==> config.mk <==
export PLATFORM = sky130hd
export DESIGN_NAME = seg_scan_ctrl
export DESIGN_NICKNAME = d
export VERILOG_FILES = /design/src/rtl/seg_pkg.sv /design/src/rtl/bcd7seg_dec.sv /design/src/rtl/seg_scan_ctrl.sv
export SDC_FILE = /design/constraint.sdc
export NUM_CORES = 1
export LEC_CHECK = 0
export ABC_AREA = 1
export CELL_PAD_IN_SITES_DETAIL_PLACEMENT = 1
export CELL_PAD_IN_SITES_GLOBAL_PLACEMENT = 1
export CORE_MARGIN = 1
export CORE_UTILIZATION = 46
export DETAILED_ROUTE_END_ITERATION = 10
export PLACE_DENSITY_LB_ADDON = 0.25
export REMOVE_ABC_BUFFERS = 1
export SLEW_MARGIN = 20
export SYNTH_ARGS = -nofsm -noshare
export SYNTH_HDL_FRONTEND = slang
export SYNTH_SLANG_ARGS = --single-unit
==> constraint.sdc <==
create_clock -name clk -period 5.35 [get_ports clk]
set_input_delay 0.8025 -clock clk [delete_from_list [all_inputs] [get_ports clk]]
set_output_delay 0.8025 -clock clk [all_outputs]
set_load 0.01 [all_outputs]
==> src/rtl/seg_pkg.sv <==
// Shared definitions for the multiplexed 3-digit seven-segment scanner.
// Segment patterns are ordered {g,f,e,d,c,b,a}, active-high.
package seg_pkg;

   typedef enum logic [1:0] {
      ST_OFF   = 2'd0,
      ST_BLANK = 2'd1,
      ST_ON    = 2'd2
   } scan_state_t;

   localparam int NUM_DIGITS = 3;

   localparam logic [6:0] SEG_0    = 7'b0111111;
   localparam logic [6:0] SEG_1    = 7'b0000110;
   localparam logic [6:0] SEG_2    = 7'b1011011;
   localparam logic [6:0] SEG_3    = 7'b1001111;
   localparam logic [6:0] SEG_4    = 7'b1100110;
   localparam logic [6:0] SEG_5    = 7'b1101101;
   localparam logic [6:0] SEG_6    = 7'b1111101;
   localparam logic [6:0] SEG_7    = 7'b0000111;
   localparam logic [6:0] SEG_8    = 7'b1111111;
   localparam logic [6:0] SEG_9    = 7'b1101111;
   localparam logic [6:0] SEG_DASH = 7'b1000000;
   localparam logic [6:0] SEG_OFF  = 7'b0000000;

endpackage

==> src/rtl/bcd7seg_dec.sv <==
// Combinational BCD to seven-segment decode; non-decimal codes show a dash.
module bcd7seg_dec
   import seg_pkg::*;
(
   input  logic [3:0] bcd,
   output logic [6:0] seg
);

   always_comb begin
      seg = SEG_DASH;
      case (bcd)
         4'd0:    seg = SEG_0;
         4'd1:    seg = SEG_1;
         4'd2:    seg = SEG_2;
         4'd3:    seg = SEG_3;
         4'd4:    seg = SEG_4;
         4'd5:    seg = SEG_5;
         4'd6:    seg = SEG_6;
         4'd7:    seg = SEG_7;
         4'd8:    seg = SEG_8;
         4'd9:    seg = SEG_9;
         default: seg = SEG_DASH;
      endcase
   end

endmodule

==> src/rtl/seg_scan_ctrl.sv <==
// Three-digit seven-segment scan controller: dead-time/drive sequencing per digit,
// leading-zero blanking, and a one-deep pending buffer swapped in at frame boundaries.
module seg_scan_ctrl
   import seg_pkg::*;
#(
   parameter int CLK_DIV        = 1000,
   parameter int BLANK_TICKS    = 1,
   parameter int ON_TICKS       = 4,
   parameter int SEG_ACTIVE_LOW = 0
) (
   input  logic        clk,
   input  logic        rst,
   input  logic        enable,
   input  logic [11:0] digits_in,
   input  logic        load_valid,
   output logic        load_ready,
   input  logic        lz_blank,
   output logic [6:0]  d7sp,
   output logic [2:0]  transistor,
   output logic        frame_done
);

   localparam logic [15:0] PRESC_MAX  = 16'(CLK_DIV - 1);
   localparam logic [3:0]  BLANK_LAST = 4'(BLANK_TICKS - 1);
   localparam logic [3:0]  ON_LAST    = 4'(ON_TICKS - 1);
   localparam logic [1:0]  LAST_DIGIT = 2'(NUM_DIGITS - 1);

   scan_state_t state_reg, state_next;
   logic [1:0]  digit_reg, digit_next;
   logic [3:0]  tcnt_reg, tcnt_next;
   logic [15:0] presc_reg, presc_next;

   logic [11:0] display_reg, pending_reg;
   logic        pending_full_reg;
   logic [6:0]  seg_reg;
   logic        frame_done_reg;

   logic        tick, last_tick, frame_end, on_entry, xfer, blank_digit;
   logic [3:0]  nibble;
   logic [6:0]  dec_seg, seg_active;

   assign tick      = (state_reg != ST_OFF) && enable && (presc_reg == PRESC_MAX);
   assign last_tick = tick && (tcnt_reg == ((state_reg == ST_ON) ? ON_LAST : BLANK_LAST));
   assign frame_end = (state_reg == ST_ON) && (digit_reg == LAST_DIGIT) && last_tick;
   assign on_entry  = (state_reg == ST_BLANK) && last_tick;
   assign xfer      = load_valid && load_ready;

   always_ff @(posedge clk or posedge rst) begin
      if (rst) begin
         state_reg <= ST_OFF;
         digit_reg <= '0;
         tcnt_reg  <= '0;
         presc_reg <= '0;
      end else begin
         state_reg <= state_next;
         digit_reg <= digit_next;
         tcnt_reg  <= tcnt_next;
         presc_reg <= presc_next;
      end
   end

   always_comb begin
      state_next = state_reg;
      digit_next = digit_reg;
      tcnt_next  = tcnt_reg;
      presc_next = presc_reg;
      if (!enable) begin
         state_next = ST_OFF;
         digit_next = '0;
         tcnt_next  = '0;
         presc_next = '0;
      end else begin
         if (state_reg != ST_OFF)
            presc_next = (presc_reg == PRESC_MAX) ? '0 : presc_reg + 16'd1;
         case (state_reg)
            ST_OFF: begin
               state_next = ST_BLANK;
               digit_next = '0;
               tcnt_next  = '0;
            end
            ST_BLANK: begin
               if (last_tick) begin
                  state_next = ST_ON;
                  tcnt_next  = '0;
               end else if (tick) begin
                  tcnt_next = tcnt_reg + 4'd1;
               end
            end
            ST_ON: begin
               if (last_tick) begin
                  state_next = ST_BLANK;
                  tcnt_next  = '0;
                  digit_next = (digit_reg == LAST_DIGIT) ? 2'd0 : digit_reg + 2'd1;
               end else if (tick) begin
                  tcnt_next = tcnt_reg + 4'd1;
               end
            end
            default: state_next = ST_OFF;
         endcase
      end
   end

   always_comb begin
      nibble = display_reg[3:0];
      case (digit_reg)
         2'd1:    nibble = display_reg[7:4];
         2'd2:    nibble = display_reg[11:8];
         default: nibble = display_reg[3:0];
      endcase
   end

   // Digit 0 is never blanked so an all-zero value still shows "0".
   assign blank_digit = lz_blank &&
                        (((digit_reg == 2'd2) && (display_reg[11:8] == 4'd0)) ||
                         ((digit_reg == 2'd1) && (display_reg[11:4] == 8'd0)));

   bcd7seg_dec u_dec (
      .bcd (nibble),
      .seg (dec_seg)
   );

   always_ff @(posedge clk or posedge rst) begin
      if (rst) begin
         display_reg      <= '0;
         pending_reg      <= '0;
         pending_full_reg <= 1'b0;
         seg_reg          <= SEG_OFF;
         frame_done_reg   <= 1'b0;
      end else begin
         frame_done_reg <= frame_end;
         if (on_entry)
            seg_reg <= blank_digit ? SEG_OFF : dec_seg;
         // At a boundary the pending slot wins; an empty slot lets a same-cycle offer go straight through.
         if (frame_end && pending_full_reg) begin
            display_reg      <= pending_reg;
            pending_full_reg <= 1'b0;
         end else if (frame_end && xfer) begin
            display_reg <= digits_in;
         end else if (xfer) begin
            pending_reg      <= digits_in;
            pending_full_reg <= 1'b1;
         end
      end
   end

   assign load_ready = !pending_full_reg;
   assign frame_done = frame_done_reg;

   always_comb begin
      seg_active = (state_reg == ST_ON) ? seg_reg : SEG_OFF;
      d7sp       = (SEG_ACTIVE_LOW != 0) ? ~seg_active : seg_active;
   end

   for (genvar gi = 0; gi < NUM_DIGITS; gi++) begin : g_sel
      assign transistor[gi] = (state_reg == ST_ON) && (digit_reg == 2'(gi));
   end

endmodule

# After elaboration in Yosys (flattened, before gate mapping)
# Memories as Yosys holds them, arrays and structs flattened.
# Index checks and enable logic that the tools add are counted.
# totals
romBits	112
latch_bits	0
reg_bits	57
ram_bits	0
elab_cells	81
n_memories	1
output_inout_bits	12
# mem_list
memory	depth	word_bits	rd	rd_clocked_by_memory_dff	wr	line	text
(name not given)	16	7	1	0	0	bcd7seg_dec.sv:11	case (bcd)
# op_classes
magnitude_cmp	0
n_div	0
n_bitwise	2
addsub	3
reduce_logical	29
mul	0
mux	24
n_shift	0
eq_ne	13
# op_table
operator	count
two-way mux 16 bit	3
two-way mux 12 bit	2
adder 16 x 1 -> 16 bit, second input constant	1
equality test 16 x 10 -> 1 bit, second input constant	1
case mux 4 bit (2 select lines)	2
logical AND 1 bit	14
two-way mux 2 bit	7
two-way mux 7 bit	2
two-way mux 4 bit	3
logical NOT 8 bit	1
AND reduction 2 bit	4
!= test 3 bit, second input constant	2
case mux 2 bit (3 select lines)	1
nonzero test 2 bit	3
adder 4 x 1 -> 4 bit, second input constant	1
equality test 2 x 1 -> 1 bit, second input constant	2
equality test 2 bit, second input constant	2
equality test 4 x 2 -> 1 bit	1
logical NOT 2 bit	2
logical NOT 4 bit	1
!= test 4 x 2 -> 1 bit, second input constant	1
case mux 2 bit (2 select lines)	1
two-way mux 1 bit	3
!= test 3 x 1 -> 1 bit, second input constant	1
other kinds (9)	10

# Logic depth before layout (Yosys ltp)
# Gate-level depths: netlist of the first run.
# logic_depth
ltp_word	8
mapped_depth	11

# Modules after synthesis
# A second synthesis of the first run with hierarchy kept.
# hier_totals
hier_cells	468
hier_area_um2	3363.2
# modules_own_cells
mod	cells_each	instances	seq_area_each_um2	area_each_um2
seg_scan_ctrl	432	1	1426.4	3170.5
bcd7seg_dec	36	1	0.0	192.7

# Worst setup path before layout of the first run
# No wires, ideal clock.
# synth_timing
path_kind	register -> register
from	register digit_reg[0]
to	register seg_reg[3]
arrival_ps	2026
n_path_buf	0
t_required_ps	5285
path_slack_ps	3259
setup_time_ps	65
path_stages_with_launch	10
path_cell_list	dfrtp_1 inv_1 ha_1 o21ai_0 inv_1 ha_1 or2_2 nand3_1 nand3_1 nand2_1
# synth_via
elab_chain_len	5
word_cells_on_any_way	9
# synth_rtl
element	line	text
start, declared	seg_scan_ctrl.sv:29	logic [1:0] digit_reg, digit_next;
start signal, assigned	seg_scan_ctrl.sv:56	digit_reg <= digit_next;
branches (longest 4 deep; another with memory read (16 x 7 bit))	n/a	
two-way mux 7 bit (*)	seg_scan_ctrl.sv:132	seg_reg <= blank_digit ? SEG_OFF : dec_seg;
end signal, assigned	seg_scan_ctrl.sv:132	
end, declared	seg_scan_ctrl.sv:35	logic [6:0] seg_reg;
# Mark *: on every way between the ends.
# A chain may end at the register's enable or synchronous reset.

# Worst setup path after layout of the first run
# layout_timing
from	register state_reg[0]
to	output port transistor[2]
# layout_via
elab_chain_len	2
# layout_rtl
element	line	text
start, declared	seg_scan_ctrl.sv:28	scan_state_t state_reg, state_next;
start signal, assigned	seg_scan_ctrl.sv:55	state_reg <= state_next;
equality test 2 bit	seg_scan_ctrl.sv:155	assign transistor[gi] = (state_reg == ST_ON) && (digit_reg == 2'(gi));
logical AND 1 bit	seg_scan_ctrl.sv:155	
end, declared	seg_scan_ctrl.sv:19	output logic [2:0] transistor,
# No other way between the ends.

==> key figures, run 1 <==
Status
  • Status: finished, final reports clean

Global routing
  • Total global routing overflow: 0
  • Largest net degree at the start of global routing: 58
  • Total Routing Usage GR: 0.246
  • First-pass GRT wire length: 14700 µm
  • Vias in the first global route: 3113
  • Initial antenna violation count: 0

Clock network
  • Clock Sinks: 57
  • CTS tree: done
  • Post-CTS resize count: 0
  • TritonCTS Buffers: 9
  • Post-CTS Hold Buffers: 0
  • Post CTS Setup Buffer Count: 0
  • Worst-Skew Late Latency: 0.34 ns
  • Clock Pin Slew Worst Setup and Hold Paths: 0.07 ns
  • Clock Tree Root: clkbuf_8
  • CTS Buffer Depth: 2
  • H-tree depth: 3

Drt
  • Initial DRC count: 149
  • Drc violations: 0
  • Routed vias/inst: 5.11
  • Antenna viol nets, final: 0
  • Iteration count of the initial detailed-routing pass: 6
  • Via Count: 3126
  • Routed WL: 8460 µm
  • Drt wl/cell: 13.8 µm

STA
  • Fmax: 326 MHz
  • Skew final: 0.00582 ns
  • Final Hold Viols: 0
  • Slew HR: 0.511
  • Actual slew at the worst max-slew pin: 0.734 ns
  • Unrepaired setup endpoints after global routing: false
  • Fin crit period: 3.07 ns
  • Max-slew violation count: 0
  • Setup-failing EPs final: 0
  • TNS Setup: 0 ns
  • Fin crit share: 0.574

Worst setup path
  • R2R Path Start: digit_reg[0]
  • Critical path startpoint category: flop
  • Critical path origin: state_reg[0]
  • Critical path required time: 4.55 ns
  • CP Data Arrival Time: 2.27 ns
  • Crit Path Max Fanout: 12
  • Nature of the critical path endpoint: output pin
  • Setup CP Type: flop to output pin

Place
  • Placement Cell Area: 3810 µm²
  • Final Wtd Congestion: 0.809
  • DPL Wire Length: 6030 µm
  • Port-buffer cells: 28

Floorplan
  • IO Pins: 29
  • Core Area: 7250 µm²
  • Die Ht: 88.7 µm
  • Initial Utilization: 0.477
  • Chip Width: 88.7 µm
  • Die area: 7870 µm²
  • # rows: 31

Cells and area
  • Share of cells above drive strength 1: 0.103
  • Max reg flops: 16
  • Synth-to-Final Area Change: 15.2%
  • Finished Core Util: 0.549
  • Final net count: 539
  • Diode count: 0
  • Design Area, Final: 3990 µm²

Synth
  • Syn. warnings: 0
  • Mapped Area: 3460 µm²
  • Leading post-synthesis cells by cell area: dfrtp_1, nand2_1, inv_1
  • Most area-hungry cell type in the Yosys netlist: dfrtp_1
  • Most numerous cell in the Yosys netlist: nand2_1
  • Yosys reg bits: 57
  • Cell count after synthesis: 477
  • Cell variety after synth: 29
  • Share of the yosys chip area belonging to registers: 0.412
  • Dominant synthesized flop cell: dfrtp_1
  • Number of flops mapped to enable cells by yosys: 0
  • Synth top area share: 0.412
  • Post-synth ARST share: 1.00
  • Synth top cells by count: nand2_1, inv_1, dfrtp_1
  • Avg Inst Size Synth: 7.25 µm²

Pwr
  • Leak Pwr: 2.06 nW
  • Power Dens Cells: 226 nW/µm²
  • VDD IR max: 0.140 mV

Hold path
  • Tightest Hold Check Type: flop to flop
  • Worst hold path startpoint: seg_reg[1]

Job
  • MaxCap Viol Count: 0
worst max-delay path: stages (launching register included):
cell,delay [ns]
dfrtp_1,0.40
inv_1,0.12
ha_1,0.47
nand2_1,0.13
inv_1,0.23
clkdlybuf4s50_1,0.58
path summary, 6_finish.rpt:
check                           depth (start not counted)  slack, ns             to
max in group asynchronous                               3       3.88    tcnt_reg[1]
worst max-delay path                                    5       2.28  transistor[2]
worst min-delay path                                    2       0.48     seg_reg[1]
worst min register to register                          2       0.48     seg_reg[1]
worst max register to register                          9       2.88     seg_reg[3]
min in group asynchronous                               3       0.98   presc_reg[3]
layout by cell type (no fill, tap or decap), types with 3 or more instances in the layout:
cell | netlist | final
o21ai_1 | 15 | 15
xor2_1 | 5 | 5
inv_2 | 7 | 8
ha_1 | 14 | 14
nand3_1 | 31 | 31
or2_1 | 3 | 3
or2_2 | 3 | 3
nand2_2 | 10 | 10
dfrtp_1 | 57 | 57
o21ai_0 | 17 | 17
nor2_1 | 54 | 54
inv_1 | 60 | 59
a21oi_1 | 5 | 5
nand2_1 | 154 | 154
o21ai_2 | 8 | 8
clkbuf_8 | 0 | 11
o22ai_1 | 5 | 5
clkbuf_1 | 3 | 3
nand4_1 | 7 | 7
clkdlybuf4s50_1 | 0 | 28
final cells by class:
| cell class | count | area [µm²] |
|---|---|---|
| sequential | 57 | 1430 |
| timing repair buffer | 29 | 288 |
| fill | 950 | 3270 |
| inverter | 68 | 255 |
| multi-input combinational | 343 | 1720 |
| clock buffer | 14 | 163 |
| tap | 99 | 124 |
| clock inverter | 2 | 12.5 |
through the flow:
stage                     worst slack (ns)  total power [mW]  hold WS (ns)  std cells
after global routing                  2.12             0.943         0.507        612
after detailed placement              2.51             0.542         0.465        596
after CTS                             2.25             0.914         0.484        612
after floorplan                       3.15             0.510         0.441        468
after global placement                2.59             0.540         0.464        596
final                                 2.28             0.902         0.481        612
report_power, final:
part	leakage (nW)	total, mW	internal [mW]	switching, mW
clock network	0.0867	0.368	0.193	0.175
registers	0.775	0.450	0.441	0.00933
logic	1.20	0.0842	0.0297	0.0545
cell families (layout without fill, tap and decap cells):
kind of cell / Yosys count / in the layout / synth area share
AO/OA/AOI/OAI: 50 / 50 / 0.0828
XOR/XNOR: 5 / 5 / 0.0127
adder cells (fa/ha/maj): 14 / 14 / 0.0507
buffers and inverters: 77 / 113 / 0.0912
flip-flops: 57 / 57 / 0.412
AND/OR/NAND/NOR: 274 / 274 / 0.350
layer usage:
layer / part of all wire / GRT usage / wire, µm
met1: 0.48 / 0.337 / 4060
met2: 0.47 / 0.391 / 3990
met3: 0.032 / 0.0373 / 273
met4: 0.016 / 0.0968 / 135
met5: 0 / 0 / 0
Power figures use the tool's default switching activity.
==> run 2, diff against run 1 <==
- CORE_UTILIZATION: 46 -> 38
- clock period: 5.35 -> 2.5 ns (I/O delays scaled with it)
==> key figures, run 2 (synthesis results as in run 1) <==
Status
  • Status: finished, final reports clean

STA
  • Slew HR: 0.604
  • TNS Setup: 0 ns
  • Setup-failing EPs final: 0
  • Max-slew violation count: 0
  • Skew final: 0.0136 ns
  • Fin crit share: 0.931
  • Fmax: 430 MHz
  • Final Hold Viols: 0
  • Fin crit period: 2.33 ns
  • Worst Setup Slack, final: 0.174 ns
  • Unrepaired setup endpoints after global routing: false
  • Actual slew at the worst max-slew pin: 0.593 ns

Floorplan
  • # rows: 34
  • IO Pins: 29
  • Initial Utilization: 0.395
  • Core Area: 8760 µm²
  • Die Ht: 97.4 µm
  • Chip Width: 97.4 µm
  • Die area: 9490 µm²

Cells and area
  • Synth-to-Final Area Change: 17.6%
  • Share of cells above drive strength 1: 0.120
  • Max reg flops: 16
  • Diode count: 0
  • Finished Layout Cells: 624
  • Most frequent cells in the layout: nand2_1, inv_1, dfrtp_1, nor2_1, nand3_1
  • Design Area, Final: 4070 µm²
  • Finished Core Util: 0.464
  • Most common library cell in the layout ignoring fill and taps: nand2_1
  • Final net count: 543

Worst setup path
  • Most frequent CP cell: inv_1
  • Crit Path Max Fanout: 8
  • Setup CP Type: flop to output pin
  • CP Data Arrival Time: 1.95 ns
  • Critical path required time: 2.12 ns
  • Nature of the critical path endpoint: output pin
  • R2r setup slk: 0.26 ns
  • Worst path top cell family by delay: buffers and inverters
  • Worst path cell trace: inv_1, ha_2, buf_4, nand2_1, inv_1, clkdlybuf4s50_1
  • Critical path startpoint category: flop
  • Max stage delay on crit path: 0.53 ns
  • Slowest cell on crit path: clkdlybuf4s50_1
  • Worst Path Buf+Inv: 4

Clock network
  • TritonCTS Buffers: 9
  • H-tree depth: 3
  • CTS tree: done
  • Worst-Skew Late Latency: 0.35 ns
  • CTS Buffer Depth: 2
  • Post CTS Setup Buffer Count: 0
  • Clock Sinks: 57
  • Clock Pin Slew Worst Setup and Hold Paths: 0.07 ns
  • Clock Tree Root: clkbuf_8

Drt
  • Initial DRC count: 98
  • Routed WL: 8270 µm
  • Routed vias/inst: 4.83
  • Drt wl/cell: 13.3 µm
  • Iteration count of the initial detailed-routing pass: 4
  • Drc violations: 0
  • Antenna viol nets, final: 0
  • Via Count: 3017

Pwr
  • Power Dens Cells: 498 nW/µm²
  • VDD IR max: 0.207 mV
  • Leak Pwr: 2.09 nW

Place
  • Port-buffer cells: 28
  • Placed cells: 609
  • Placement Cell Area: 3860 µm²
  • DPL Wire Length: 6160 µm
  • Final Wtd Congestion: 0.817
  • Pre-CTS setup slack: 0.101 ns

Global routing
  • Total global routing overflow: 0
  • First-pass GRT wire length: 15000 µm
  • Vias in the first global route: 3232
  • Total Routing Usage GR: 0.199
  • Largest net degree at the start of global routing: 32
  • Initial antenna violation count: 0

Job
  • MaxCap Viol Count: 0

Hold path
  • Tightest Hold Check Type: input port to async pin
[run 2: changes by cell type in the layout (fill, tap and decap cells not counted), sizes merged]
cell and delta:
clkinvlp -1, clkbuf -2, bufinv +1, clkinv +1, buf +4
[run 2: metal layers]
metal / track usage / vias up / wire [µm]
met5: 0 / - / 0
met4: 0.0826 / 0 / 157
met3: 0.0388 / 12 / 150
met2: 0.324 / 30 / 3840
met1: 0.257 / 1422 / 4120
li1: - / 1553 / -
[run 2: final timing paths]
kind	from	to	cells after the start
setup / recovery	state_reg[0]	transistor[0]	6
hold / removal	rst	pending_reg[1]	2
setup reg to reg	digit_reg[0]	seg_reg[3]	9
hold reg to reg	seg_reg[3]	seg_reg[3]	2
max in group asynchronous	rst	seg_reg[1]	3
min in group clk	seg_reg[3]	seg_reg[3]	2
[run 2: cell type report]
cell class,count,area [µm²]
clock buffer,12,155
clock inverter,3,40.0
fill,1134,4700
inverter,68,255
multi-input combinational,343,1730
sequential,57,1430
tap,108,135
timing repair buffer,33,330
[run 2: where the power goes]
group | internal (mW) | switching [mW] | total (mW)
registers | 0.943 | 0.0189 | 0.962
clock network | 0.506 | 0.371 | 0.877
logic | 0.0705 | 0.117 | 0.187
[run 2: timing repair]
| item | CTS | global route |
|---|---|---|
| endpoints found under the hold margin | 0 | 0 |
| hold buffers | 0 | 0 |
| setup endpoints to repair | 0 | 8 |
| resized for setup | 0 | 5 |
[run 2: metrics by stage]
stage / total power [mW] / hold slack, ns
2_1_floorplan: 1.09 / 0.441
3_3_place_gp: 1.16 / 0.468
3_5_place_dp: 1.17 / 0.469
4_1_cts: 2.06 / 0.425
5_1_grt: 2.13 / 0.472
6_report: 2.03 / 0.414
